$ cat src/rtl/mopa_seq_pkg.sv
// Shared constants for the MOPA sequencer: ALU opcodes and controller state encodings.
package mopa_seq_pkg;

    localparam logic [3:0] ALU_NOP  = 4'h0;
    localparam logic [3:0] ALU_ADD  = 4'h1;
    localparam logic [3:0] ALU_SUB  = 4'h2;
    localparam logic [3:0] ALU_MUL  = 4'h3;
    localparam logic [3:0] ALU_MOPA = 4'h8;

    localparam logic [1:0] ST_IDLE = 2'd0;
    localparam logic [1:0] ST_RUN  = 2'd1;
    localparam logic [1:0] ST_DONE = 2'd2;

    localparam int TILE_W = 128;
    localparam int VEC_W  = 32;

endpackage

$ cat src/rtl/mopa_seq.sv
// MOPA sequencer: streams K vector pairs through the external ALU and owns the
// 4x4x8 accumulator tile for the duration of one outer-product-accumulate run.
module mopa_seq
    import mopa_seq_pkg::*;
#(
    parameter int K_W = 4
) (
    input  logic                clk,
    input  logic                rst,
    input  logic                start,
    input  logic [K_W-1:0]      k_len,
    input  logic                use_init,
    input  logic [TILE_W-1:0]   init_tile,
    input  logic                vec_valid,
    input  logic [VEC_W-1:0]    vec_a,
    input  logic [VEC_W-1:0]    vec_b,
    output logic                vec_ready,
    output logic [3:0]          alu_ctrl,
    output logic [VEC_W-1:0]    alu_op_a,
    output logic [VEC_W-1:0]    alu_op_b,
    output logic [TILE_W-1:0]   alu_op_matrix,
    input  logic [TILE_W-1:0]   alu_matrix_i,
    output logic                busy,
    output logic                done,
    output logic [TILE_W-1:0]   tile_o
);

    logic [1:0]        state_q, state_d;
    logic [TILE_W-1:0] acc_q, acc_d;
    logic [K_W-1:0]    cnt_q, cnt_d;
    logic              run;

    always_comb begin
        state_d = state_q;
        acc_d   = acc_q;
        cnt_d   = cnt_q;
        case (state_q)
            ST_IDLE: begin
                if (start) begin
                    acc_d   = use_init ? init_tile : '0;
                    cnt_d   = k_len;
                    state_d = (k_len != '0) ? ST_RUN : ST_DONE;
                end
            end
            ST_RUN: begin
                // vec_ready is constant in RUN, so vec_valid alone marks an accept
                if (vec_valid) begin
                    acc_d = alu_matrix_i;
                    cnt_d = cnt_q - K_W'(1);
                    if (cnt_q == K_W'(1)) begin
                        state_d = ST_DONE;
                    end
                end
            end
            ST_DONE: begin
                state_d = ST_IDLE;
            end
            default: begin
                state_d = ST_IDLE;
            end
        endcase
    end

    always_ff @(posedge clk) begin
        if (rst) begin
            state_q <= ST_IDLE;
            acc_q   <= '0;
            cnt_q   <= '0;
        end else begin
            state_q <= state_d;
            acc_q   <= acc_d;
            cnt_q   <= cnt_d;
        end
    end

    // ALU operands are zeroed outside RUN so the ALU sees a quiet bus when idle
    assign run           = (state_q == ST_RUN);
    assign vec_ready     = run;
    assign alu_ctrl      = run ? ALU_MOPA : ALU_NOP;
    assign alu_op_a      = run ? vec_a : '0;
    assign alu_op_b      = run ? vec_b : '0;
    assign alu_op_matrix = run ? acc_q : '0;
    assign busy          = (state_q != ST_IDLE);
    assign done          = (state_q == ST_DONE);
    assign tile_o        = acc_q;

endmodule

$ cat config.mk
export PLATFORM = sky130hd
export DESIGN_NAME = mopa_seq
export DESIGN_NICKNAME = d
export VERILOG_FILES = /design/src/rtl/mopa_seq_pkg.sv /design/src/rtl/mopa_seq.sv
export SDC_FILE = /design/constraint.sdc
export NUM_CORES = 1
export LEC_CHECK = 0
export ABC_AREA = 1
export CAP_MARGIN = 20
export CORE_AREA = 3 3 254 256
export DETAILED_ROUTE_END_ITERATION = 8
export DIE_AREA = 0 0 257 259
export MAX_ROUTING_LAYER = met4
export PLACE_DENSITY_LB_ADDON = 0.12
export SYNTH_ARGS = -nofsm -noshare
export SYNTH_HDL_FRONTEND = slang
export SYNTH_SLANG_ARGS = --single-unit
$ cat constraint.sdc
create_clock -name clk -period 1.47 [get_ports clk]
set_clock_uncertainty 0.1 [all_clocks]
set_input_delay 0.294 -clock clk [delete_from_list [all_inputs] [get_ports clk]]
set_output_delay 0.294 -clock clk [all_outputs]
set_load 0.03 [all_outputs]
==> results.md <==
Run status:
- The run finished, with violations left.
- The checks that failed: negative setup slack.

Worst setup path:
- Traced cell by cell, the critical path runs through nand2_4 > bufbuf_16 > nor2_4 > buf_12.
- The slowest cell on the critical path is dfxtp_4.
- The critical setup path kind is reg2out.
- The worst setup path is captured at an output pin.
- Along the worst path, the maximum fanout reaches 23.
- For the worst setup path, the data required time is between 1000 and 1500 ps.
- The largest incremental delay on the critical path is between 400 and 500 ps.
- STA classifies the critical path startpoint as a flop.
- The worst path arrival time is 1690 ps.

Yosys:
- After synthesis, the most frequently instantiated cells are nor2_1 (464), nand2_1 (269), inv_1 (204), dfxtp_1 (134), nand3_1 (131).
- After synthesis the netlist holds a flip-flop and latch count of around 130.
- The proportion of synthesized area in mux cells is 0.
- Yosys mapped a number of flops with a built-in enable equal to 0.
- In the synthesized netlist the dominant register cell turns out to be dfxtp_1.
- The count of yosys warnings during synthesis is 0.
- nor2_1 is the most common cell in the netlist.
- The adder-cell share of the synthesized area is 0.00306.
- Of the post-synthesis cell area, the dominant cell type holds 0.328.
- The library cell occupying the most area in the post-synthesis netlist is dfxtp_1.
- The sequential fraction of the synthesis area is 0.328.
- By area the synthesized netlist is led by dfxtp_1 (33%), nor2_1 (21%), nand2_1 (12%).
- The cell count after synthesis is between 1,000 and 1,500.
- The compound-cell area share of the yosys netlist was 0.0838.
- In this run the mean area of a mapped cell was approximately 5.6 um^2.
- The count of unique library cells instantiated by Yosys is 21.
- The area share of xor/xnor cells in the synthesized design is 0.
- Of the total synthesized cell area, the portion taken by AND, OR, NAND and NOR gates is 0.421.
- The cell area after synthesis is around 8200 um^2.
- By area, the combinational part of the netlist is dominated by simple AND/OR/NAND/NOR gates.
- The share of synthesized flip-flops with an asynchronous set or reset is 0.

Floorplanning:
- The floorplan step defined a die boundary enclosing 66,600 um^2.
- In this run the horizontal extent of the chip is 257 um.
- The initial core utilization is 0.130.
- After floorplanning, the core was sized to cover 62,700 um^2.
- Pin placement for this block handled 656 I/O pins.
- The height of the die is between 200 and 300 um.
- The initialized floorplan defines a little over 90 standard-cell rows.

Route:
- The count of nets left with antenna violations once routing finished came out at 0.
- The first detailed-routing pass ran for 4 iterations.
- For this run, design rule violations remaining after detail routing come to 0.
- Dividing the detail-routed wire length by the instance count gives 17.4 um.
- The number of design-rule violations left by the first detailed-router iteration is 552.
- The via density per instance is around 3.8.
- The total number of vias is approximately 11,000.
- For this block, the routed nets add up to approximately 53 mm of wire.

Clocking:
- The count of hold buffers inserted by post-cts repair is 0.
- Clock tree synthesis selected as its root buffer the cell clkbuf_16.
- The clock latency reported for the late side of the worst-skew pair is around 470 ps.
- The number of H-tree branching levels is 4.
- The clock transition at the registers of the reported paths is 60 ps.
- In this run, CTS created clock tree buffers numbering 17.
- The number of clock sinks seen by CTS is between 100 and 150.
- The clock passes through at most 2 buffers.
- The TritonCTS clock tree is yes.

Global routing:
- The first-pass GRT wire length is roughly 76 mm.
- The via count of the first global-routing pass is 11,500.
- The aggregate global routing overflow is 0.
- In the global route stage, overall resource usage came out at 0.157.
- The largest net degree at the start of global routing is 64.
- In the global route stage, met3 resource usage came out at 0.0424.
- After global routing, the most crowded layer is met2.
- The initial antenna violation count was 5.
- For met1 alone, demand over resource in global routing was 0.184.
- For met2 alone, demand over resource in global routing was 0.266.

Run:
- The reported max-cap violation count is 0.

Pwr:
- The clock network fraction of total power is 0.229.
- The design internal power is between 10 and 15 mW.
- The fraction of power consumed by sequential logic is 0.242.
- The share of total power dissipated in combinational logic is 0.529.
- The worst-case IR drop observed on VDD is ~0.80 mV.
- For this design the total switching power over the nets is about 8.4 mW.
- The power density normalized to cell area is approximately 1100 nW/um^2.
- Summed over all cells, the static leakage comes to approximately 8.6 nW.
- Of the total power, the share spent switching nets is 0.416.

Finish:
- For this run, the number of standard cells in the final layout without fillers is ~3,000.
- The layout overhead on the synthesized area is 132%.
- The layout net count is approximately 2,500.
- The fraction of layout cells with a size suffix above 1 is 0.293.

STA:
- Subtracting the final worst setup slack from the clock period gives between 2000 and 2500 ps.
- The hold violation count in the final report came to 0.
- The highest achievable clock rate is around 0.48 GHz.
- The final number of max-transition violations is 0.
- The total of endpoints with negative setup slack in the final report is about 360.
- Of the available clock period, the critical path in the final layout requires 1.42.
- Across all setup checks in the final design, the least slack found is -611 ps.
- Setup repair after global routing could not meet its margin everywhere.

Place:
- The HPWL after detailed placement is approximately 41 mm.
- OpenSTA, run right after detailed placement, puts the worst setup slack at -587 ps.
- The final weighted congestion in routability-driven placement is 0.841.
- The count of input and output buffers is 652.
- The number of placed instances, taps included, is around 3,000.

Worst hold path:
- In this run the worst hold path is classified as in2reg.
-- metrics by stage --
stage	instance area [um^2]	TNS [ps]	hold WS (ps)	power (mW)	util
floorplan	9040	-36200	263	9.92	-
finish	19000	-136280	352	20.2	0.303
CTS	18600	-156300	338	20.4	0.297
global placement	17500	-89810	371	15.2	0.279
global route	19000	-180610	375	21.5	0.303
detailed placement	17500	-89130	379	15.2	0.279
-- kinds of logic after synthesis --
kind of cell / count (synthesis)
adders and majority gates: 2
buffers and inverters: 316
and+or+nand+nor: 869
other: 1
AOI/OAI and AO/OA: 137
DFF: 134
-- repair_timing --
| action | 4_1_cts | 5_1_grt |
|---|---|---|
| resized for setup | 99 | 67 |
| pin swaps | 1 | 1 |
| gates cloned | 6 | 2 |
| setup endpoints to repair | 448 | 455 |
| buffers inserted | 3 | 8 |
-- power by group through the flow --
stage               Combinational, mW  Sequential, mW  Clock [mW]
floorplan                        4.12            5.80           0
global placement                 10.2            4.96           0
detailed placement               10.2            4.98           0
CTS                              10.6            4.91        4.90
global route                     11.5            4.99        5.02
finish                           10.7            4.90        4.63
-- cells in the final DEF, fill, tap and decap left out, types with 2 or more instances in the layout --
cell type        Yosys  routed
buf_16               0       6
nand2_4              1       2
dfxtp_4              0       2
clkinv_4             0       4
inv_6                0       3
buf_4                5     229
buf_12               0     109
nor2_4               0      99
o21ai_1             40      40
inv_4                0       2
o21ai_0             94      94
buf_6               11      99
dfxtp_1            134     132
nor2_2               1      45
diode_2              0       5
nor2_1             464     321
bufbuf_16            0       2
nand2_1            269     268
conb_1               1       3
bufinv_16            0       3
nand2_8              0       2
clkinv_2             0       2
buf_8                0       4
clkbuf_16            0      19
nand3_1            131     131
ha_1                 2       2
inv_1              204     202
a21oi_1              3       3
clkdlybuf4s50_1      0     339
-- worst max-delay path, delay by kind of cell (launching register included) --
| kind | cells | cell delay (ps) |
|---|---|---|
| buf+inv | 2 | 480 |
| flops | 1 | 450 |
| simple gates | 2 | 270 |
-- routing by layer --
metal  share of wire  vias up  wire, um
li1                -     5802         -
met1            0.43     5264     22500
met2            0.50      316     26600
met3           0.054       35      2850
met4           0.016        0       835
met5               0        -         0
-- worst paths after layout --
| check | startpoint | to | slack (ps) | cells past startpoint |
|---|---|---|---|---|
| max | state_q[0] | alu_op_matrix[106] | -610 | 4 |
| min | use_init | tile_o[54] | 350 | 6 |
| max reg2reg | state_q[0] | tile_o[17] | -380 | 10 |
| min reg2reg | cnt_q[3] | cnt_q[3] | 380 | 2 |
-- flip-flops by register name, summed over array words and instances, names as in the netlist --
name     cells
tile_o     128
cnt_q        4
state_q      2
-- layout make-up --
type / count / area (um^2)
well taps: 846 / 1060
fillers: 6811 / 43700
clock inverters: 13 / 169
flip-flops and latches: 134 / 2690
repair buffers: 790 / 8750
diodes: 5 / 12.5
multi-input cells: 1013 / 5070
inverters: 206 / 798
clock buffers: 19 / 443
(Power assumes the default switching activity.)
